===== src/rtl/sdram_port_sched.sv =====
`default_nettype none
// ---------------------------------------------------------------------------
// sdram_port_sched : round-robin write/read burst scheduler for an SDRAM
//                    controller, managing circular buffer address pointers.
// Revision: 1.0
// ---------------------------------------------------------------------------
module sdram_port_sched #(
  parameter logic [9:0]  BURST_LEN   = 10'd256,
  parameter logic [23:0] ADDR_MIN    = 24'd0,
  parameter logic [23:0] ADDR_MAX    = 24'd1023,
  parameter logic [10:0] RFIFO_DEPTH = 11'd1024
) (
  input  logic        clk,
  input  logic        rstn,
  input  logic        init_end,
  input  logic [10:0] wfifo_cnt,
  input  logic [10:0] rfifo_cnt,
  input  logic        rd_enable,
  input  logic        wr_addr_clr,
  input  logic        rd_addr_clr,
  input  logic        wr_ack,
  input  logic        rd_ack,
  output logic        wr_req,
  output logic [23:0] wr_addr,
  output logic [9:0]  wr_burst_len,
  output logic        rd_req,
  output logic [23:0] rd_addr,
  output logic [9:0]  rd_burst_len,
  output logic        busy
);

  typedef enum logic [1:0] {
    IDLE  = 2'd0,
    ARB   = 2'd1,
    WRITE = 2'd2,
    READ  = 2'd3
  } state_t;

  state_t      state_q, state_d;
  logic        wr_req_q, wr_req_d;
  logic        rd_req_q, rd_req_d;
  logic        busy_q, busy_d;
  logic [23:0] wr_addr_q, wr_addr_d;
  logic [23:0] rd_addr_q, rd_addr_d;
  logic [9:0]  wr_cnt_q, wr_cnt_d;
  logic [9:0]  rd_cnt_q, rd_cnt_d;
  logic        wr_clr_pend_q, wr_clr_pend_d;
  logic        rd_clr_pend_q, rd_clr_pend_d;
  logic        rd_last_q, rd_last_d;

  logic        wr_elig, rd_elig;
  logic [9:0]  wr_cnt_inc, rd_cnt_inc;

  function automatic logic [23:0] next_addr(input logic [23:0] a);
    logic [24:0] n;
    n = {1'b0, a} + {15'd0, BURST_LEN};
    if (n > {1'b0, ADDR_MAX}) return ADDR_MIN;
    return n[23:0];
  endfunction

  // Free space compared in 12 bits so an overfull read FIFO never looks eligible
  assign wr_elig    = (wfifo_cnt >= {1'b0, BURST_LEN});
  assign rd_elig    = rd_enable &&
                      (({1'b0, rfifo_cnt} + {2'b0, BURST_LEN}) <= {1'b0, RFIFO_DEPTH});
  assign wr_cnt_inc = wr_cnt_q + 10'd1;
  assign rd_cnt_inc = rd_cnt_q + 10'd1;

  always_comb begin
    state_d       = state_q;
    wr_req_d      = wr_req_q;
    rd_req_d      = rd_req_q;
    busy_d        = busy_q;
    wr_addr_d     = wr_addr_q;
    rd_addr_d     = rd_addr_q;
    wr_cnt_d      = wr_cnt_q;
    rd_cnt_d      = rd_cnt_q;
    wr_clr_pend_d = wr_clr_pend_q;
    rd_clr_pend_d = rd_clr_pend_q;
    rd_last_d     = rd_last_q;

    // A clear arriving mid-burst is held until the burst completes
    if (wr_addr_clr) begin
      if (state_q == WRITE) wr_clr_pend_d = 1'b1;
      else                  wr_addr_d     = ADDR_MIN;
    end
    if (rd_addr_clr) begin
      if (state_q == READ) rd_clr_pend_d = 1'b1;
      else                 rd_addr_d     = ADDR_MIN;
    end

    case (state_q)
      IDLE: begin
        if (init_end) state_d = ARB;
      end
      ARB: begin
        if (wr_elig && (!rd_elig || rd_last_q)) begin
          state_d   = WRITE;
          wr_req_d  = 1'b1;
          busy_d    = 1'b1;
          rd_last_d = 1'b0;
        end else if (rd_elig) begin
          state_d   = READ;
          rd_req_d  = 1'b1;
          busy_d    = 1'b1;
          rd_last_d = 1'b1;
        end
      end
      WRITE: begin
        if (wr_ack) begin
          wr_cnt_d = wr_cnt_inc;
          if (wr_cnt_inc == BURST_LEN) begin
            wr_cnt_d      = 10'd0;
            wr_req_d      = 1'b0;
            busy_d        = 1'b0;
            state_d       = ARB;
            wr_addr_d     = (wr_clr_pend_q || wr_addr_clr) ? ADDR_MIN : next_addr(wr_addr_q);
            wr_clr_pend_d = 1'b0;
          end
        end
      end
      READ: begin
        if (rd_ack) begin
          rd_cnt_d = rd_cnt_inc;
          if (rd_cnt_inc == BURST_LEN) begin
            rd_cnt_d      = 10'd0;
            rd_req_d      = 1'b0;
            busy_d        = 1'b0;
            state_d       = ARB;
            rd_addr_d     = (rd_clr_pend_q || rd_addr_clr) ? ADDR_MIN : next_addr(rd_addr_q);
            rd_clr_pend_d = 1'b0;
          end
        end
      end
      default: state_d = IDLE;
    endcase
  end

  // rd_last_q resets high so that the first tie goes to the write side
  always_ff @(posedge clk or negedge rstn) begin
    if (!rstn) begin
      state_q       <= IDLE;
      wr_req_q      <= 1'b0;
      rd_req_q      <= 1'b0;
      busy_q        <= 1'b0;
      wr_addr_q     <= ADDR_MIN;
      rd_addr_q     <= ADDR_MIN;
      wr_cnt_q      <= 10'd0;
      rd_cnt_q      <= 10'd0;
      wr_clr_pend_q <= 1'b0;
      rd_clr_pend_q <= 1'b0;
      rd_last_q     <= 1'b1;
    end else begin
      state_q       <= state_d;
      wr_req_q      <= wr_req_d;
      rd_req_q      <= rd_req_d;
      busy_q        <= busy_d;
      wr_addr_q     <= wr_addr_d;
      rd_addr_q     <= rd_addr_d;
      wr_cnt_q      <= wr_cnt_d;
      rd_cnt_q      <= rd_cnt_d;
      wr_clr_pend_q <= wr_clr_pend_d;
      rd_clr_pend_q <= rd_clr_pend_d;
      rd_last_q     <= rd_last_d;
    end
  end

  assign wr_req       = wr_req_q;
  assign rd_req       = rd_req_q;
  assign busy         = busy_q;
  assign wr_addr      = wr_addr_q;
  assign rd_addr      = rd_addr_q;
  assign wr_burst_len = BURST_LEN;
  assign rd_burst_len = BURST_LEN;

endmodule
`default_nettype wire

===== config.mk =====
export PLATFORM = sky130hd
export DESIGN_NAME = sdram_port_sched
export DESIGN_NICKNAME = d
export VERILOG_FILES = /design/src/rtl/sdram_port_sched.sv
export SDC_FILE = /design/constraint.sdc
export NUM_CORES = 1
export LEC_CHECK = 0
export ABC_AREA = 1
export CORE_MARGIN = 1.5
export CORE_UTILIZATION = 56
export DETAILED_ROUTE_END_ITERATION = 8
export MAX_ROUTING_LAYER = met4
export PLACE_DENSITY = 0.87
export SLEW_MARGIN = 30
export SYNTH_ARGS = -nofsm -noshare
export SYNTH_HDL_FRONTEND = slang
export SYNTH_SLANG_ARGS = --single-unit

===== constraint.sdc =====
create_clock -name clk -period 4.1 [get_ports clk]
set_input_delay 1.23 -clock clk [delete_from_list [all_inputs] [get_ports clk]]
set_output_delay 1.23 -clock clk [all_outputs]
set_load 0.005 [all_outputs]

==> results by group <==
Synth
  – Synth Cell Area: roughly 5000 um^2
  – Number of synthesized register bits: 76
  – Count of different cell masters after synthesis: 39
  – Top-area cell type share of the netlist area: a little under two fifths
  – Synth async-reset ratio: 100%
  – Top-count cell post-synth: nand2_1
  – Mapped Cells: 716
  – Mapped Avg Cell Area: 6.98 um^2
  – Sequential fraction of the synthesis area: between 30% and 40%
  – Number of synthesized flops with an enable pin: 0
  – Yosys top cell by area: dfrtp_1
  – Dominant cells by area after synthesis: dfrtp_1 (38%), nand2_1 (16%), inv_1 (7.3%)
  – Post-synth top cells: nand2_1 (207), inv_1 (97), nor2_1 (88)
  – Top_reg_cell synth: dfrtp_1
  – YS warnings: 0

Finish
  – Reg area: around 1900 um^2
  – Share of layout cells above drive strength 1: about an eighth
  – Synthesis-to-finish area growth: 19.6%
  – Area of the multi-input gates: about 2500 um^2
  – ANT cells: 0
  – NumNets Final: 830
  – Fill cells: roughly 740
  – Final Core Density: between 60% and 70%
  – Finished Cell Area: between 5000 and 6000 um^2

Critical path
  – Critical path launch point type: primary input
  – WP data required: 4.34 ns
  – R2R cell count: 11
  – WS Path Type: primary input to flop
  – CP arrival: about 3.2 ns
  – Crit end category: flop
  – Worst R2R Setup Slack: around 1.9 ns
  – Critical path peak fanout: 15

Floorplan
  – Die width: 97.4 um
  – Die area: around 9500 um^2
  – Std cell rows: 34
  – Initial Util: a little under three fifths
  – Die span in y: 97.4 um
  – CORE AREA: 8680 um^2
  – Total I/O pin count: between 100 and 150

Power and ir drop
  – Leakage: slightly below 0.003 uW
  – PD cells: roughly 390 nW/um^2
  – Total power: 2300 uW
  – VDD IR max: 0.175 mV

GRT
  – First-pass GRT wire length: approximately 20,000 um
  – Vias in the first global route: 4,522
  – Initial antenna violation count: 0
  – GR Util All Layers: a little over a quarter
  – Largest net degree at the start of global routing: a little under 80
  – Global route total overflow: 0

Timing
  – Setup tns final: 0 ns
  – Highest Clock Rate: roughly 0.34 GHz
  – Final hold violation count: 0
  – Worst Hold Slack: around 0.47 ns
  – Final Setup Violations: 0
  – Fin Clk Skew: roughly 0.0066 ns
  – Max_slew headroom: roughly two fifths
  – Max Slew Vio Count: 0
  – Tcrit/Tclk final: about 72%
  – Period minus WS final: around 3 ns
  – Measured slew at the worst slew-check pin: ~0.9 ns
  – RSZ-0062 raised after global routing: false

Clock network
  – CTS sink cnt: 76
  – Clk_lat worst skew: 0.35 ns
  – Post-CTS Setup Repair Bufs: 0
  – H-tree levels: 3
  – Num CTS Buffers: 9
  – Post-CTS resize count: 0
  – Hold-fix buffers, CTS: 0
  – TritonCTS clock tree: yes
  – CTS root buf: clkbuf_8
  – Clock Path Buffers: 2
  – Clock slew seen by the registers of the worst setup and hold paths: ~0.08 ns

Placed design
  – Dpl cell area: roughly 5700 um^2
  – Port Buf Inserts: 72
  – Hpwl dp: between 8000 and 9000 um
  – RD Place Congestion: 0.934

Route
  – Antenna Violating Nets Remaining: 0
  – Drt drc: 0
  – Average vias per placed instance: 5.18
  – Vias: about 4.7k
  – Total Wirelength: ~11,000 um
  – DR WL/cell: 12.6 um
  – Initial DRC count: between 200 and 250
  – Drt first pass iters: 4

Flow run
  – Max Cap Viol: 0

Min path
  – Hold depth: 2
  – Path type of the worst min-delay path: flop to flop

Status
  – Outcome: finished clean
metrics by stage:
stage,instances,setup slack [ns]
finish,907,1.13
global placement,891,0.843
CTS,907,1.14
floorplan,734,1.76
global route,907,1.03
detailed placement,891,0.768
kinds of logic (layout without fill, tap and decap cells):
family | after synthesis | count (layout) | synth area share, %
other | 2 | 20 | 0.150
AO/OA/AOI/OAI | 47 | 47 | 5.89
AND/OR/NAND/NOR | 441 | 441 | 40.9
adder cells (fa/ha/maj) | 6 | 6 | 1.50
XOR/XNOR | 7 | 7 | 1.23
buffers and inverters | 137 | 202 | 12.2
flip-flops | 76 | 76 | 38.1
critical path: stages:
cell             delay [ns]
clkdlybuf4s50_1        0.49
inv_1                  0.06
nor2_2                 0.10
buf_4                  0.19
inv_1                  0.12
nor2_2                 0.15
nand4_2                0.14
o21ai_2                0.39
buf_4                  0.28
nor2_1                 0.05
report_power, final:
group | total, uW | internal, uW | switching [uW]
clock network | 655 | 378 | 276
logic | 653 | 231 | 421
registers | 996 | 867 | 130
total | 2300 | 1480 | 827
path summary, 6_finish.rpt:
kind,startpoint,to
max in group asynchronous,rstn,rd_addr[2]
min,rd_last_q,rd_last_q
min in group asynchronous,rstn,wr_cnt_q[8]
min reg2reg,rd_last_q,rd_last_q
max,rd_ack,rd_addr[17]
max reg2reg,rd_cnt_q[1],rd_addr[17]
per-layer routing:
layer  routed length (um)  GRT usage, %  vias to the layer above
met4                  193          10.4                        0
li1                     -             -                     2347
met2                 5740          43.8                      131
met1                 4970          31.9                     2201
met5                    0             -                        -
met3                  570          3.81                       21
sequential cells by signal (all words and copies together), names as in the netlist:
register / cells
rd_cnt_q: 10
rd_req: 1
wr_clr_pend_q: 1
rd_last_q: 1
state_q: 2
rd_clr_pend_q: 1
rd_addr: 24
busy: 1
wr_addr: 24
wr_cnt_q: 10
wr_req: 1
area by class of cell:
cell class	count	area share, %
timing repair buffer	74	12.3
tap	108	2.26
multi-input combinational	521	42.7
clock inverter	3	1.15
clock buffer	13	2.66
sequential	76	31.8
inverter	112	7.08
placed cells by master, fill, tap and decap left out, drive strengths merged, types with 4 or more instances in the layout:
master / count
nor2: 116
clkdlybuf4s50: 71
o21bai: 4
inv: 112
a21oi: 16
dfrtp: 75
ha: 6
clkbuf: 13
nand3b: 6
nand2: 226
nand4: 24
nor3: 10
o21ai: 25
conb: 20
xor2: 4
nand3: 55
No activity file was read; power rests on OpenSTA's default activity.
